File: src/rtl/comms_pkg.sv
// Shared comms definitions: packet width, packet type field, tx_arbiter states
// and the odd-parity helper.
package comms_pkg;

    localparam int PKT_WIDTH = 54;

    typedef enum logic [1:0] {
        PKT_EVENT  = 2'd0,
        PKT_REG_WR = 2'd1,
        PKT_REG_RD = 2'd2,
        PKT_REPLY  = 2'd3
    } pkt_type_e;

    typedef enum logic [2:0] {
        ST_IDLE      = 3'd0,
        ST_FETCH     = 3'd1,
        ST_LOAD      = 3'd2,
        ST_WAIT_BUSY = 3'd3,
        ST_WAIT_DONE = 3'd4
    } tx_state_e;

    // MSB becomes the XNOR of the payload bits, giving odd parity over the word.
    function automatic logic [PKT_WIDTH-1:0] apply_parity(input logic [PKT_WIDTH-1:0] word);
        logic [PKT_WIDTH-1:0] w;
        w = word;
        w[PKT_WIDTH-1] = ~^word[PKT_WIDTH-2:0];
        return w;
    endfunction

endpackage

File: src/rtl/tx_arb_grant.sv
// Reply/event priority decision for tx_arbiter, with the consecutive-reply run
// counter that bounds event starvation.
module tx_arb_grant #(
    parameter int MAX_REPLY_RUN = 4
) (
    input  logic clk,
    input  logic reset,
    input  logic eval,
    input  logic reply_valid,
    input  logic fifo_empty,
    output logic grant_reply,
    output logic grant_event
);

    localparam int RUN_W = $clog2(MAX_REPLY_RUN + 1);
    localparam logic [RUN_W-1:0] RUN_MAX = RUN_W'(MAX_REPLY_RUN);

    logic [RUN_W-1:0] run;

    always_comb begin
        grant_reply = 1'b0;
        grant_event = 1'b0;
        if (eval) begin
            if (reply_valid && ((run < RUN_MAX) || fifo_empty)) begin
                grant_reply = 1'b1;
            end else if (!fifo_empty) begin
                grant_event = 1'b1;
            end
        end
    end

    // Saturates so a long reply burst with an empty FIFO still yields to the next event.
    always_ff @(posedge clk) begin
        if (reset) begin
            run <= '0;
        end else if (grant_reply) begin
            if (run != RUN_MAX) begin
                run <= run + 1'b1;
            end
        end else if (grant_event) begin
            run <= '0;
        end
    end

endmodule

File: src/rtl/tx_arbiter.sv
// Shares uart_tx between comms reply packets and event FIFO packets.
// Optional TX_ARB_PARITY_EN: forces odd parity into the packet MSB on latch.
module tx_arbiter
    import comms_pkg::*;
#(
    parameter int WIDTH         = PKT_WIDTH,
    parameter int MAX_REPLY_RUN = 4,
    parameter int BUSY_TIMEOUT  = 64
) (
    input  logic             clk,
    input  logic             reset,
    input  logic             reply_valid,
    input  logic [WIDTH-1:0] reply_data,
    output logic             reply_ready,
    input  logic             fifo_empty,
    output logic             read_fifo_n,
    input  logic [WIDTH-1:0] fifo_data,
    output logic [WIDTH-1:0] tx_data,
    output logic             ld_tx_data,
    input  logic             tx_busy,
    output logic             timeout_err,
    input  logic             err_clear,
    output logic [15:0]      pkt_count
);

    // state        | meaning
    // ST_IDLE      | waiting for uart_tx idle, arbitrates reply vs event
    // ST_FETCH     | FIFO read data valid, latch it
    // ST_LOAD      | ld_tx_data strobe, arm busy timeout
    // ST_WAIT_BUSY | waiting for tx_busy to rise
    // ST_WAIT_DONE | waiting for tx_busy to fall

    localparam int TMO_W = $clog2(BUSY_TIMEOUT);
    // Down-counter runs through the WAIT_BUSY cycles that follow LOAD; terminal count is zero.
    localparam logic [TMO_W-1:0] TMO_LOAD = TMO_W'(BUSY_TIMEOUT - 2);

    tx_state_e        state, state_nxt;
    logic             grant_eval, grant_reply, grant_event;
    logic [TMO_W-1:0] tmo_cnt;
    logic             tmo_hit;
    logic             latch_en;
    logic [WIDTH-1:0] latch_src, latch_word;

    assign grant_eval = (state == ST_IDLE) && !tx_busy && !reset;

    tx_arb_grant #(
        .MAX_REPLY_RUN(MAX_REPLY_RUN)
    ) u_grant (
        .clk         (clk),
        .reset       (reset),
        .eval        (grant_eval),
        .reply_valid (reply_valid),
        .fifo_empty  (fifo_empty),
        .grant_reply (grant_reply),
        .grant_event (grant_event)
    );

    assign latch_en  = grant_reply || (state == ST_FETCH);
    assign latch_src = (state == ST_FETCH) ? fifo_data : reply_data;

`ifdef TX_ARB_PARITY_EN
    assign latch_word = apply_parity(latch_src);
`else
    assign latch_word = latch_src;
`endif

    always_comb begin
        state_nxt   = state;
        reply_ready = 1'b0;
        read_fifo_n = 1'b1;
        ld_tx_data  = 1'b0;
        tmo_hit     = 1'b0;
        case (state)
            ST_IDLE: begin
                if (grant_reply) begin
                    reply_ready = 1'b1;
                    state_nxt   = ST_LOAD;
                end else if (grant_event) begin
                    read_fifo_n = 1'b0;
                    state_nxt   = ST_FETCH;
                end
            end
            ST_FETCH: state_nxt = ST_LOAD;
            ST_LOAD: begin
                ld_tx_data = 1'b1;
                state_nxt  = ST_WAIT_BUSY;
            end
            ST_WAIT_BUSY: begin
                if (tx_busy) begin
                    state_nxt = ST_WAIT_DONE;
                end else if (tmo_cnt == '0) begin
                    tmo_hit   = 1'b1;
                    state_nxt = ST_IDLE;
                end
            end
            ST_WAIT_DONE: begin
                if (!tx_busy) begin
                    state_nxt = ST_IDLE;
                end
            end
            default: state_nxt = ST_IDLE;
        endcase
        // An in-flight packet caught by reset must not emit any strobe.
        if (reset) begin
            reply_ready = 1'b0;
            read_fifo_n = 1'b1;
            ld_tx_data  = 1'b0;
        end
    end

    always_ff @(posedge clk) begin
        if (reset) begin
            state   <= ST_IDLE;
            tx_data <= '0;
        end else begin
            state <= state_nxt;
            if (latch_en) begin
                tx_data <= latch_word;
            end
        end
    end

    always_ff @(posedge clk) begin
        if (reset) begin
            tmo_cnt <= '0;
        end else if (state == ST_LOAD) begin
            tmo_cnt <= TMO_LOAD;
        end else if ((state == ST_WAIT_BUSY) && (tmo_cnt != '0)) begin
            tmo_cnt <= tmo_cnt - 1'b1;
        end
    end

    always_ff @(posedge clk) begin
        if (reset) begin
            timeout_err <= 1'b0;
            pkt_count   <= '0;
        end else begin
            if (err_clear) begin
                timeout_err <= 1'b0;
            end else if (tmo_hit) begin
                timeout_err <= 1'b1;
            end
            if ((state == ST_WAIT_DONE) && !tx_busy) begin
                pkt_count <= pkt_count + 1'b1;
            end
        end
    end

endmodule

File: config.mk
export PLATFORM = sky130hd
export DESIGN_NAME = tx_arbiter
export DESIGN_NICKNAME = d
export VERILOG_FILES = /design/src/rtl/comms_pkg.sv /design/src/rtl/tx_arb_grant.sv /design/src/rtl/tx_arbiter.sv
export SDC_FILE = /design/constraint.sdc
export NUM_CORES = 1
export LEC_CHECK = 0
export CORE_UTILIZATION = 40
export CTS_CLUSTER_SIZE = 16
export DETAILED_ROUTE_END_ITERATION = 10
export PLACE_DENSITY = 0.83
export SYNTH_ARGS = -nofsm -noshare
export SYNTH_HDL_FRONTEND = slang
export SYNTH_SLANG_ARGS = --single-unit
File: constraint.sdc
create_clock -name clk -period 2.6 [get_ports clk]
set_input_delay 0.39 -clock clk [delete_from_list [all_inputs] [get_ports clk]]
set_output_delay 0.39 -clock clk [all_outputs]
set_load 0.01 [all_outputs]
==> summary.txt <==
Internal power = 3.012 mW
Die H = 105.2 µm
Register area = 1662 µm²
Post-Route Skew = 0.008082 ns
I/O Buffers = 187
Final nets = 724
Final setup viols = 0
First-pass GRT wire length = 17,660 µm
Distinct cells, synth = 50
GRT Total Usage = 19.66%
Worst Path Arrival = 2.06 ns
Tcrit/Tclk final = 94.37%
Gate power share = 40.8%
Clock power frac = 23.0%
Syn Nets = 544
Post-CTS Setup Inserts = 0
Num rows = 37
Slowest CP cell = clkdlybuf4s50_1
Most common cell after layout, fill and taps aside = clkdlybuf4s50_1
Switch share = 33.07%
Vias in the first global route = 3,802
Fin crit period = 2.454 ns
Crit-path leading delay family = buffers and inverters
Starting density of the core = 41.27%
Dpl ws = 0.04374 ns
Via density = 5.110
Routed WL = 10,830 µm
Placed Area = 6237 µm²
CP dominant cell by count = clkdlybuf4s50_1
Reg clk slew, reported paths = 0.08 ns
Number of synthesized register bits = 83
CP Buf/Inv Count = 2
Vias = 3,812
NetSw = 1.488 mW
Fin area = 6469 µm²
Setup crit end kind = primary output
CTS Buf Count = 9
Ant. Diodes = 0
Seq/Total Area, Yosys = 39.00%
Post-synth EDFFs = 0
Yosys warning count = 0
Area of the multi-input gates = 2365 µm²
Critical path, cell by cell = clkdlybuf4s50_1 > or4b_4 > nor3_2 > clkdlybuf4s50_1
Mapped Area = 4260 µm²
Cell Pwr Density = 695.7 nW/µm²
Measured slew at the worst slew-check pin = 0.7513 ns
Die area = 11,070 µm²
Fraction of layout cells with a size suffix above 1 = 15.74%
Drt first pass iters = 4
Setup_tns = 0 ns
CTS tree = done
Most frequent cells in the layout = clkdlybuf4s50_1, dfxtp_1, nor2_1
Fin. Hold Viols = 0
CP Launch Type = input port
I/O pins = 188
Pleak = 2.250 nW
Dpl hpwl = 8221 µm
Drc violations = 0
GRT overflow = 0
ANT nets after route = 0
Critical path peak fanout = 2
Post-synthesis cell count = 425
Hold slack = 0.2782 ns
Fillers = 844
Initial antenna violation count = 0
Initial DRC Count = 87
Max Freq = 0.4075 GHz
Insertion delay to the later sink of the worst-skew pair = 0.34 ns
Maxcap violations = 0
Status = finished clean
Largest net degree at the start of global routing = 59
Chip width = 105.2 µm
Max VDD drop = 0.4441 mV
Worst Path Required = 2.21 ns
RD Place Congestion = 0.8540
Slew headroom = 49.79%
Ys async rst share = 0%
Synthesis-to-finish area growth = 51.84%
Crit Path Class = in2out
Root Buffer = clkbuf_8
Avg Cell Area, Syn = 10.02 µm²
Clock Sinks = 83
Sequential share of power = 36.2%
DR WL/cell = 14.52 µm
Core Region = 10,320 µm²
Hold buffers post-CTS = 0
Crit-path max cell delay = 0.56 ns
CTS Buffer Depth = 2
Worst setup margin = 0.1463 ns
Primary FF master, synth = dfxtp_1
CTS H-tree lvls = 3
Fin. max-slew vios = 0
HP Class = in2reg
-- path summary, 6_finish.rpt --
check / start / endpoint / slack [ns] / depth (start not counted)
hold / removal: reset / tmo_cnt[5] / 0.28 / 2
setup reg to reg: state[2] / tx_data[51] / 0.43 / 6
setup / recovery: reply_valid / reply_ready / 0.15 / 4
hold reg to reg: tmo_cnt[4] / tmo_cnt[4] / 0.49 / 1
-- power groups by stage --
stage          sequential (mW)  combinational (mW)  clock (mW)
2_1_floorplan             1.73                1.06           0
3_3_place_gp              1.65                1.78           0
3_5_place_dp              1.66                1.85           0
4_1_cts                   1.63                1.85        1.08
5_1_grt                   1.66                1.97        1.13
6_report                  1.63                1.83        1.04
-- layer usage --
layer  wire length (µm)  share of wire (%)  track usage, %  up-vias
met5                  0                  0               0        -
met3                598                5.5           4.367       20
met4                220                2.0           7.344        0
met1               4314                 40           21.60     1779
li1                   -                  -               -     1898
met2               5698                 53           36.51      115
-- cell families after synthesis --
kind of cell	after synthesis	share of synthesized area (%)
compound gates	93	22.20
fa+ha+maj	5	1.468
simple gates	135	15.86
flops	83	39.00
mux	58	13.69
buf+inv	41	5.727
xor+xnor	10	2.056
-- final cells by class --
type | count | share of cell area (%)
Timing Repair Buffer | 201 | 31.10
Clock inverter | 5 | 1.315
Multi-Input combinational cell | 301 | 36.56
Inverter | 9 | 0.5222
Clock buffer | 11 | 2.186
Tap cell | 136 | 2.631
Sequential cell | 83 | 25.69
-- synth_stat cells (2+ instances only) --
library cell | count | area (µm²)
a211oi_1 | 3 | 22.52
nor3_1 | 9 | 45.04
clkbuf_1 | 15 | 56.30
buf_6 | 10 | 112.6
or2_2 | 2 | 12.51
nand2b_1 | 4 | 25.02
nor4_1 | 2 | 12.51
and3_1 | 2 | 12.51
or4b_4 | 2 | 27.53
nand3_1 | 10 | 50.05
xnor2_1 | 5 | 43.79
nand4_1 | 7 | 43.79
o31ai_1 | 3 | 22.52
or3_1 | 3 | 18.77
nor2_1 | 73 | 274.0
o21ai_0 | 7 | 35.03
and4_1 | 3 | 26.28
buf_4 | 3 | 22.52
xor2_1 | 5 | 43.79
and3b_1 | 2 | 17.52
dfxtp_1 | 83 | 1662
ha_1 | 5 | 62.56
a21oi_1 | 12 | 60.06
nand2_1 | 5 | 18.77
nor2b_1 | 6 | 37.54
buf_2 | 3 | 15.01
mux2i_1 | 56 | 560.5
a211oi_2 | 54 | 675.7
a31oi_1 | 2 | 12.51
inv_1 | 9 | 33.78
-- timing repair --
action / CTS / global route
endpoints found under the setup margin: 0 / 1
hold endpoints to repair: 0 / 0
resized for setup: 0 / 1
-- through the flow --
step	utilization, %	total power, mW	cells
3_3_place_gp	60.42	3.427	730
2_1_floorplan	-	2.785	425
3_5_place_dp	60.42	3.506	730
5_1_grt	62.66	4.768	746
6_report	62.66	4.500	746
4_1_cts	62.61	4.556	746
-- registers in the layout, summed over array words and instances, names as in the netlist --
register	cells
tx_data	54
pkt_count	16
tmo_cnt	6
state	3
u_grant.run	3
timeout_err	1
No activity file was read; power rests on OpenSTA's default activity.
